==> src/rtl/escalonador_sensores_pkg.sv <==
// -----------------------------------------------------------------------------
// escalonador_sensores_pkg
// Shared definitions for the ultrasonic sensor scheduler:
//   - estado_t      : 3-bit state encoding of the scheduler FSM
//   - MEDIDA_TIMEOUT: BCD value latched when a measurement times out
//   - *_PADRAO      : default cycle constants (50 MHz system clock)
// Optional feature macro: ESCALONADOR_CONTINUO_EN (used by the FSM file).
// -----------------------------------------------------------------------------
package escalonador_sensores_pkg;

  typedef enum logic [2:0] {
    inicial     = 3'd0,
    prepara     = 3'd1,
    dispara     = 3'd2,
    espera_echo = 3'd3,
    mede        = 3'd4,
    registra    = 3'd5,
    intervalo   = 3'd6,
    fim         = 3'd7
  } estado_t;

  // "999" in BCD marks a measurement with no usable echo.
  localparam logic [11:0] MEDIDA_TIMEOUT = 12'h999;

  localparam int N_SENSORES_PADRAO       = 4;
  localparam int LARGURA_TRIGGER_PADRAO  = 500;        // 10 us at 50 MHz
  localparam int TIMEOUT_CICLOS_PADRAO   = 1_500_000;
  localparam int INTERVALO_CICLOS_PADRAO = 3_000_000;

endpackage

==> src/rtl/escalonador_sensores_if.sv <==
// -----------------------------------------------------------------------------
// escalonador_sensores_if
// Bundle of the scheduler's sensor-side, counter-side and result signals.
//   medir, echo, pronto_cm, medida_cm : into the scheduler
//   trigger, pulso_cm, reset_cm       : to sensor pins / contador_cm
//   medida, sensor, timeout, valido   : latched result and its strobe
//   ocupado, fim_rodada, estado       : status and FSM debug view
// Result semantics: there is no back-pressure. valido is a one-cycle strobe;
// medida/sensor/timeout already hold the new result in the cycle valido is
// high and keep it until the next strobe or reset. The consumer must take the
// result in that cycle or read the held registers later.
// modport slave  : the scheduler
// modport master : whatever drives the sensors/counter side (bench, top level)
// -----------------------------------------------------------------------------
interface escalonador_sensores_if #(
  parameter int N_SENSORES = 4
);
  import escalonador_sensores_pkg::*;

  localparam int LARGURA_SENSOR = (N_SENSORES > 1) ? $clog2(N_SENSORES) : 1;

  logic                      medir;
  logic [N_SENSORES-1:0]     echo;
  logic                      pronto_cm;
  logic [11:0]               medida_cm;
  logic [N_SENSORES-1:0]     trigger;
  logic                      pulso_cm;
  logic                      reset_cm;
  logic [11:0]               medida;
  logic [LARGURA_SENSOR-1:0] sensor;
  logic                      valido;
  logic                      timeout;
  logic                      ocupado;
  logic                      fim_rodada;
  estado_t                   estado;

  modport slave (
    input  medir, echo, pronto_cm, medida_cm,
    output trigger, pulso_cm, reset_cm, medida, sensor, valido, timeout,
           ocupado, fim_rodada, estado
  );

  modport master (
    output medir, echo, pronto_cm, medida_cm,
    input  trigger, pulso_cm, reset_cm, medida, sensor, valido, timeout,
           ocupado, fim_rodada, estado
  );

endinterface

==> src/rtl/escalonador_sensores_uc.sv <==
// -----------------------------------------------------------------------------
// escalonador_sensores_uc
// Control FSM of the sensor scheduler (Moore outputs are decoded from
// `estado` in the top level).
// Inputs : clock, reset (async, active-high), medir, echo_sel (echo of the
//          selected sensor), pronto_cm, fim_trigger / fim_timeout /
//          fim_intervalo (shared counter reached the phase limit),
//          ultimo_sensor (sel is the last sensor).
// Outputs: estado (current state), muda_estado (state changes at next edge,
//          clears the shared counter), inc_sel, carrega / carrega_timeout
//          (load the result registers on entry to registra).
// Macro  : ESCALONADOR_CONTINUO_EN - when defined, fim restarts a round while
//          medir stays high; otherwise fim always returns to inicial.
// -----------------------------------------------------------------------------
module escalonador_sensores_uc
  import escalonador_sensores_pkg::*;
(
  input  logic    clock,
  input  logic    reset,
  input  logic    medir,
  input  logic    echo_sel,
  input  logic    pronto_cm,
  input  logic    fim_trigger,
  input  logic    fim_timeout,
  input  logic    fim_intervalo,
  input  logic    ultimo_sensor,
  output estado_t estado,
  output logic    muda_estado,
  output logic    inc_sel,
  output logic    carrega,
  output logic    carrega_timeout
);

  estado_t proximo;

  always_ff @(posedge clock or posedge reset) begin
    if (reset) estado <= inicial;
    else       estado <= proximo;
  end

  // The result load is issued on the transition into registra so that
  // medida/sensor/timeout change in the same cycle valido goes high, and
  // medida_cm is captured while pronto_cm is still asserted.
  always_comb begin
    proximo         = estado;
    inc_sel         = 1'b0;
    carrega         = 1'b0;
    carrega_timeout = 1'b0;
    case (estado)
      inicial:  if (medir) proximo = prepara;
      prepara:  proximo = dispara;
      dispara:  if (fim_trigger) proximo = espera_echo;
      espera_echo: begin
        // Echo has priority over a timeout landing in the same cycle.
        if (echo_sel) begin
          proximo = mede;
        end else if (fim_timeout) begin
          proximo         = registra;
          carrega         = 1'b1;
          carrega_timeout = 1'b1;
        end
      end
      mede: begin
        if (pronto_cm) begin
          proximo = registra;
          carrega = 1'b1;
        end else if (fim_timeout) begin
          proximo         = registra;
          carrega         = 1'b1;
          carrega_timeout = 1'b1;
        end
      end
      registra: proximo = intervalo;
      intervalo: begin
        if (fim_intervalo) begin
          if (ultimo_sensor) begin
            proximo = fim;
          end else begin
            proximo = prepara;
            inc_sel = 1'b1;
          end
        end
      end
      fim: begin
`ifdef ESCALONADOR_CONTINUO_EN
        proximo = medir ? prepara : inicial;
`else
        proximo = inicial;
`endif
      end
      default: proximo = inicial;
    endcase
  end

  assign muda_estado = (proximo != estado);

endmodule

==> src/rtl/escalonador_sensores.sv <==
// -----------------------------------------------------------------------------
// escalonador_sensores
// Shares one contador_cm among N_SENSORES ultrasonic sensors: each round
// triggers sensors 0..N-1 in turn, routes the selected echo to contador_cm,
// waits for pronto_cm (or a timeout) and latches the BCD result + index.
// Parameters: N_SENSORES (2..8), LARGURA_TRIGGER, TIMEOUT_CICLOS,
//             INTERVALO_CICLOS (all in clock cycles).
// Ports: clock, reset (async, active-high), bus (escalonador_sensores_if
//        slave: medir/echo/pronto_cm/medida_cm in; trigger/pulso_cm/reset_cm,
//        medida/sensor/valido/timeout, ocupado/fim_rodada/estado out).
// Macro: ESCALONADOR_CONTINUO_EN (see escalonador_sensores_uc).
// -----------------------------------------------------------------------------
module escalonador_sensores
  import escalonador_sensores_pkg::*;
#(
  parameter int N_SENSORES       = N_SENSORES_PADRAO,
  parameter int LARGURA_TRIGGER  = LARGURA_TRIGGER_PADRAO,
  parameter int TIMEOUT_CICLOS   = TIMEOUT_CICLOS_PADRAO,
  parameter int INTERVALO_CICLOS = INTERVALO_CICLOS_PADRAO
) (
  input  logic                    clock,
  input  logic                    reset,
  escalonador_sensores_if.slave   bus
);

  localparam int LARGURA_SENSOR = (N_SENSORES > 1) ? $clog2(N_SENSORES) : 1;
  localparam int MAIOR_AB = (LARGURA_TRIGGER > TIMEOUT_CICLOS) ? LARGURA_TRIGGER
                                                               : TIMEOUT_CICLOS;
  localparam int MAIOR_CICLOS = (MAIOR_AB > INTERVALO_CICLOS) ? MAIOR_AB
                                                               : INTERVALO_CICLOS;
  localparam int LARGURA_CNT = (MAIOR_CICLOS > 1) ? $clog2(MAIOR_CICLOS) : 1;

  localparam logic [LARGURA_CNT-1:0] CNT_TRIGGER   = LARGURA_CNT'(LARGURA_TRIGGER - 1);
  localparam logic [LARGURA_CNT-1:0] CNT_TIMEOUT   = LARGURA_CNT'(TIMEOUT_CICLOS - 1);
  localparam logic [LARGURA_CNT-1:0] CNT_INTERVALO = LARGURA_CNT'(INTERVALO_CICLOS - 1);
  localparam logic [LARGURA_SENSOR-1:0] SEL_ULTIMO = LARGURA_SENSOR'(N_SENSORES - 1);

  estado_t                   estado;
  logic                      muda_estado;
  logic                      inc_sel;
  logic                      carrega;
  logic                      carrega_timeout;
  logic [LARGURA_CNT-1:0]    cnt;
  logic [LARGURA_SENSOR-1:0] sel;
  logic                      echo_sel;

  // Only the selected echo line is ever looked at.
  assign echo_sel = bus.echo[sel];

  escalonador_sensores_uc u_uc (
    .clock           (clock),
    .reset           (reset),
    .medir           (bus.medir),
    .echo_sel        (echo_sel),
    .pronto_cm       (bus.pronto_cm),
    .fim_trigger     (cnt == CNT_TRIGGER),
    .fim_timeout     (cnt == CNT_TIMEOUT),
    .fim_intervalo   (cnt == CNT_INTERVALO),
    .ultimo_sensor   (sel == SEL_ULTIMO),
    .estado          (estado),
    .muda_estado     (muda_estado),
    .inc_sel         (inc_sel),
    .carrega         (carrega),
    .carrega_timeout (carrega_timeout)
  );

  // Shared phase counter: restarts on every state change, saturates at all-ones.
  always_ff @(posedge clock or posedge reset) begin
    if (reset)            cnt <= '0;
    else if (muda_estado) cnt <= '0;
    else if (!(&cnt))     cnt <= cnt + 1'b1;
  end

  // sel is held at 0 in inicial and fim so every round starts at sensor 0.
  always_ff @(posedge clock or posedge reset) begin
    if (reset)                                  sel <= '0;
    else if (estado == inicial || estado == fim) sel <= '0;
    else if (inc_sel)                           sel <= sel + 1'b1;
  end

  always_ff @(posedge clock or posedge reset) begin
    if (reset) begin
      bus.medida  <= 12'h000;
      bus.sensor  <= '0;
      bus.timeout <= 1'b0;
    end else if (carrega) begin
      bus.medida  <= carrega_timeout ? MEDIDA_TIMEOUT : bus.medida_cm;
      bus.sensor  <= sel;
      bus.timeout <= carrega_timeout;
    end
  end

  // Moore outputs: decoded from the state only (pulso_cm is the echo gated by
  // the state), so the asynchronous reset of the state drops them at once.
  always_comb begin
    bus.trigger = '0;
    if (estado == dispara) bus.trigger[sel] = 1'b1;
  end

  assign bus.pulso_cm   = (estado == mede) && echo_sel;
  assign bus.reset_cm   = (estado == prepara);
  assign bus.valido     = (estado == registra);
  assign bus.ocupado    = (estado != inicial);
  assign bus.fim_rodada = (estado == fim);
  assign bus.estado     = estado;

endmodule

==> src/flat_wrapper.sv <==
// flat-port wrapper written by rule: the top's interface ports become plain ports
module escalonador_sensores_flat import escalonador_sensores_pkg::*;
#(
  parameter int N_SENSORES       = N_SENSORES_PADRAO,
  parameter int LARGURA_TRIGGER  = LARGURA_TRIGGER_PADRAO,
  parameter int TIMEOUT_CICLOS   = TIMEOUT_CICLOS_PADRAO,
  parameter int INTERVALO_CICLOS = INTERVALO_CICLOS_PADRAO
)
  (clock, reset, bus_medir, bus_echo, bus_pronto_cm, bus_medida_cm, bus_trigger, bus_pulso_cm, bus_reset_cm, bus_medida, bus_sensor, bus_valido, bus_timeout, bus_ocupado, bus_fim_rodada, bus_estado);
  escalonador_sensores_if #(.N_SENSORES(N_SENSORES)) bus_i ();
  input  logic clock;
  input  logic reset;
  input wire logic [$bits(bus_i.medir)-1:0] bus_medir;
  input wire logic [$bits(bus_i.echo)-1:0] bus_echo;
  input wire logic [$bits(bus_i.pronto_cm)-1:0] bus_pronto_cm;
  input wire logic [$bits(bus_i.medida_cm)-1:0] bus_medida_cm;
  output wire logic [$bits(bus_i.trigger)-1:0] bus_trigger;
  output wire logic [$bits(bus_i.pulso_cm)-1:0] bus_pulso_cm;
  output wire logic [$bits(bus_i.reset_cm)-1:0] bus_reset_cm;
  output wire logic [$bits(bus_i.medida)-1:0] bus_medida;
  output wire logic [$bits(bus_i.sensor)-1:0] bus_sensor;
  output wire logic [$bits(bus_i.valido)-1:0] bus_valido;
  output wire logic [$bits(bus_i.timeout)-1:0] bus_timeout;
  output wire logic [$bits(bus_i.ocupado)-1:0] bus_ocupado;
  output wire logic [$bits(bus_i.fim_rodada)-1:0] bus_fim_rodada;
  output wire logic [$bits(bus_i.estado)-1:0] bus_estado;
  assign bus_i.medir = bus_medir;
  assign bus_i.echo = bus_echo;
  assign bus_i.pronto_cm = bus_pronto_cm;
  assign bus_i.medida_cm = bus_medida_cm;
  assign bus_trigger = bus_i.trigger;
  assign bus_pulso_cm = bus_i.pulso_cm;
  assign bus_reset_cm = bus_i.reset_cm;
  assign bus_medida = bus_i.medida;
  assign bus_sensor = bus_i.sensor;
  assign bus_valido = bus_i.valido;
  assign bus_timeout = bus_i.timeout;
  assign bus_ocupado = bus_i.ocupado;
  assign bus_fim_rodada = bus_i.fim_rodada;
  assign bus_estado = bus_i.estado;
  escalonador_sensores #(.N_SENSORES(N_SENSORES), .LARGURA_TRIGGER(LARGURA_TRIGGER), .TIMEOUT_CICLOS(TIMEOUT_CICLOS), .INTERVALO_CICLOS(INTERVALO_CICLOS)) u_core (.clock(clock), .reset(reset), .bus(bus_i));
endmodule
==> config.mk <==
export PLATFORM = sky130hd
export DESIGN_NAME = escalonador_sensores_flat
export DESIGN_NICKNAME = d
export VERILOG_FILES = /design/src/rtl/escalonador_sensores_pkg.sv /design/src/rtl/escalonador_sensores_if.sv /design/src/rtl/escalonador_sensores_uc.sv /design/src/rtl/escalonador_sensores.sv /design/src/flat_wrapper.sv
export SDC_FILE = /design/constraint.sdc
export NUM_CORES = 1
export LEC_CHECK = 0
export ABC_AREA = 0
export CORE_AREA = 2 2 76 78
export CTS_BUF_LIST = sky130_fd_sc_hd__clkbuf_4
export CTS_CLUSTER_DIAMETER = 30
export DETAILED_ROUTE_END_ITERATION = 10
export DIE_AREA = 0 0 78 80
export GPL_TIMING_DRIVEN = 0
export PLACE_DENSITY = 0.82
export SLEW_MARGIN = 20
export SYNTH_ARGS = -nofsm -noshare
export SYNTH_HDL_FRONTEND = slang
export SYNTH_HIERARCHICAL = 1
export SYNTH_SLANG_ARGS = --single-unit
==> constraint.sdc <==
create_clock -name clock -period 3.5 [get_ports clock]
set_input_delay 0.525 -clock clock [delete_from_list [all_inputs] [get_ports clock]]
set_output_delay 0.525 -clock clock [all_outputs]
set_load 0.005 [all_outputs]
==> impl_results.md <==
- Placed cell areas: 0.00315 mm^2
- Yosys Warn Count: 6
- Final min period: 3220 ps
- Clock-pin transition on the worst setup and hold timing paths: 130 ps
- Drt via density: 5.73
- Routed WL: 5970 um
- Final setup viols: 0
- Max_cap viols: 0
- Final period utilization: 92.1%
- CTS buffer count: 5
- Die span in x: 78 um
- Critical path type: flop to flop
- Syn Nets: 301
- Die height: 80 um
- Post-DR wirelength/cell: 14.8 um
- First-pass GRT wire length: 10300 um
- Multi-input gate area: 0.00142 mm^2
- Starting Density: 47.7%
- Fin. max-slew vios: 0
- Syn_area_per_cell: 9.33 um^2
- Sequential fraction of the synthesis area: 40.8%
- Antenna violations before repair: 0
- Main combinational cell family by area after synthesis: simple AND/OR/NAND/NOR gates
- Design area: 0.00323 mm^2
- Cell Area, Synth: 0.00258 mm^2
- Wire length on met2: 2860 um
- Post-CTS Setup Inserts: 0
- FF+latch count, synth: 42
- Max-slew headroom: 58.4%
- Drt pass-1 iters: 4
- Global router's overall resource usage: 20.4%
- Antenna diodes: 0
- Nets@finish: 355
- # IOs: 47
- Top achievable clock speed: 310 MHz
- Maximum VDD drop: 0.179 mV
- Routability Congestion: 0.956
- HPWL after detailed placement: 4410 um
- Hold crit path type: primary input to asynchronous set/reset pin
- Core area: 0.00541 mm^2
- Worst EP required: 3740 ps
- Clock root buffer: clkbuf_4
- Syn Inst Count: 276
- M1 WL: 2730 um
- Top sig layer: met4
- Mux share of post-synthesis cell area: 8.69%
- Final Skew: 13.9 ps
- Most frequent cells in the layout: 46 x clkdlybuf4s50_1, 42 x dfrtp_1, 28 x nor2_1
- R2R Path Start: u_core/cnt[10]$_DFFE_PP0P_
- Remaining DRCs: 0
- Crit-path max FO: 10
- Via count: 2310
- Initial DRC Count: 138
- Layout area overhead: 25.3%
- Layout cells sized above 1: 13.9%
- RSZ-0062 raised after global routing: no
- Least-Margin Pin Slew: 619 ps
- Outcome: finished clean
- Lkg Pwr: 0.00135 uW
- Post-synth top flop: dfrtp_1
- Total die area: 0.00624 mm^2
- Commonest non-fill, non-tap cell in the layout: clkdlybuf4s50_1
- Port bufs: 46
- Met3 Routed Length: 346 um
- Register area: 0.00105 mm^2
- Yosys cell types: 56
- Worst Setup Slack post-DPL: -572 ps
- Crit path capture type: flop
- Vias in the first global route: 2190
- Xor/xnor share of the synthesized area: 0.340%
- Filler cells: 462
- Worst skew pair latency: 350 ps
- Post-DRT Antenna Nets: 0
- Clock sink count: 42
- Row count: 27
- Crit path from: u_core/cnt[10]$_DFFE_PP0P_
- Synth async-reset ratio: 100%
- Clock Path Buffers: 2
- CTS H-tree lvls: 2
- Final hold viol count: 0
- Fraction of the mapped netlist area in adder cells: 2.43%
- Utilization after layout: 59.7%
- Grt ovf: 0
- CTS tree: done
- EDFF count, synth: 0
- Setup WS post-layout: 278 ps
- Critical path arrival: 3460 ps
- Largest net degree at the start of global routing: 28
- Pwr Density: 251 mW/mm^2
- Nature of the critical path startpoint: flop
- Post-Synth Simple-Gate Area: 29.1%
- Compound-Gate Fraction of Synth Area: 13.8%
==> where the power goes <==
part           leakage [uW]  switching, uW  internal, uW
Combinational      0.000785           22.4          41.8
Sequential         0.000539           4.55           494
Clock             0.0000278            167          80.5
==> stage by stage <==
step	instances	TNS [ps]	hold WS (ps)	power, uW
after floorplan	276	0	279	525
after global placement	394	-7520	482	569
after detailed placement	395	-10270	494	573
after CTS	403	0	351	828
after global routing	403	0	373	856
final	403	0	367	811
==> state kept, by name, summed over array words and instances (netlist names) <==
signal	flops
u_core/bus.medida	12
u_core/bus.sensor	2
u_core/bus.timeout	1
u_core/cnt	22
u_core/sel	2
u_core/u_uc/estado	3
==> per-layer routing <==
metal | vias up | track usage, %
met5 | - | 0
met3 | 4 | 3.62
li1 | 1109 | -
met4 | 0 | 5.79
met1 | 1112 | 26.8
met2 | 85 | 34.7
==> synth_stat cells, types with 2 or more instances <==
master,count,area [um^2]
dfrtp_1,42,1050
nor2_1,28,105
nand2_1,20,75.1
nor2b_1,16,100
inv_1,14,52.6
mux2_2,13,146
nand3_1,11,55.1
a211oi_1,9,67.6
and3_1,9,56.3
o21ai_0,9,45.0
nor4_1,8,50.1
a21oi_1,7,35.0
clkbuf_1,7,26.3
nor3_1,7,35.0
o22a_1,6,52.6
ha_1,5,62.6
nand4_1,5,31.3
a31oi_1,4,25.0
mux2_1,4,45.0
nand2b_1,4,25.0
or3_1,4,25.0
buf_4,3,22.5
buf_2,2,10.0
nand3b_1,2,15.0
o21ai_1,2,10.0
o22ai_1,2,12.5
o31ai_1,2,15.0
or2_2,2,12.5
or4_4,2,22.5
==> cell type report <==
type                    count  area share (%)
repair buffers             47            14.9
clock buffers               5            1.16
flip-flops and latches     42            32.6
multi-input cells         207            43.9
clock inverters             3           0.736
plain buffers              13            2.33
inverters                  14            1.63
well taps                  72            2.79
==> repair_timing <==
action	4_1_cts	5_1_grt
hold buffers	0	0
pin swaps	0	1
resized for setup	6	0
endpoints found under the setup margin	34	4
endpoints found under the hold margin	0	0
==> worst max-delay path, stage by stage, from the launching register on <==
cell and delay (ps):
dfrtp_1 470, or4b_1 520, or3_1 380, nor4_4 340, or3_1 180, a32oi_1 120
o22ai_1 180, clkbuf_2 260, clkbuf_2 290, nor2_1 80, mux2_1 290
==> logic make-up (layout without fill, tap and decap cells) <==
kind of cell               Yosys count  count (layout)
xor gates and xnor gates             1               1
DFF                                 42              42
and+or+nand+nor                    131             131
muxes                               19              19
AOI/OAI and AO/OA                   51              51
adders and majority gates            5               5
buffers and inverters               27              82
==> worst paths after layout <==
check | cells past startpoint | to | slack [ps]
max | 10 | u_core/cnt[17]$_DFFE_PP0P_ | 280
min | 2 | u_core/u_uc/estado[0]$_DFF_PP0_ | 370
max reg2reg | 10 | u_core/cnt[17]$_DFFE_PP0P_ | 280
min reg2reg | 1 | u_core/bus.medida[4]$_DFFE_PP0P_ | 520
max in group asynchronous | 3 | u_core/cnt[3]$_DFFE_PP0P_ | 2620
min in group clock | 1 | u_core/bus.medida[4]$_DFFE_PP0P_ | 520
(Power assumes the default switching activity.)
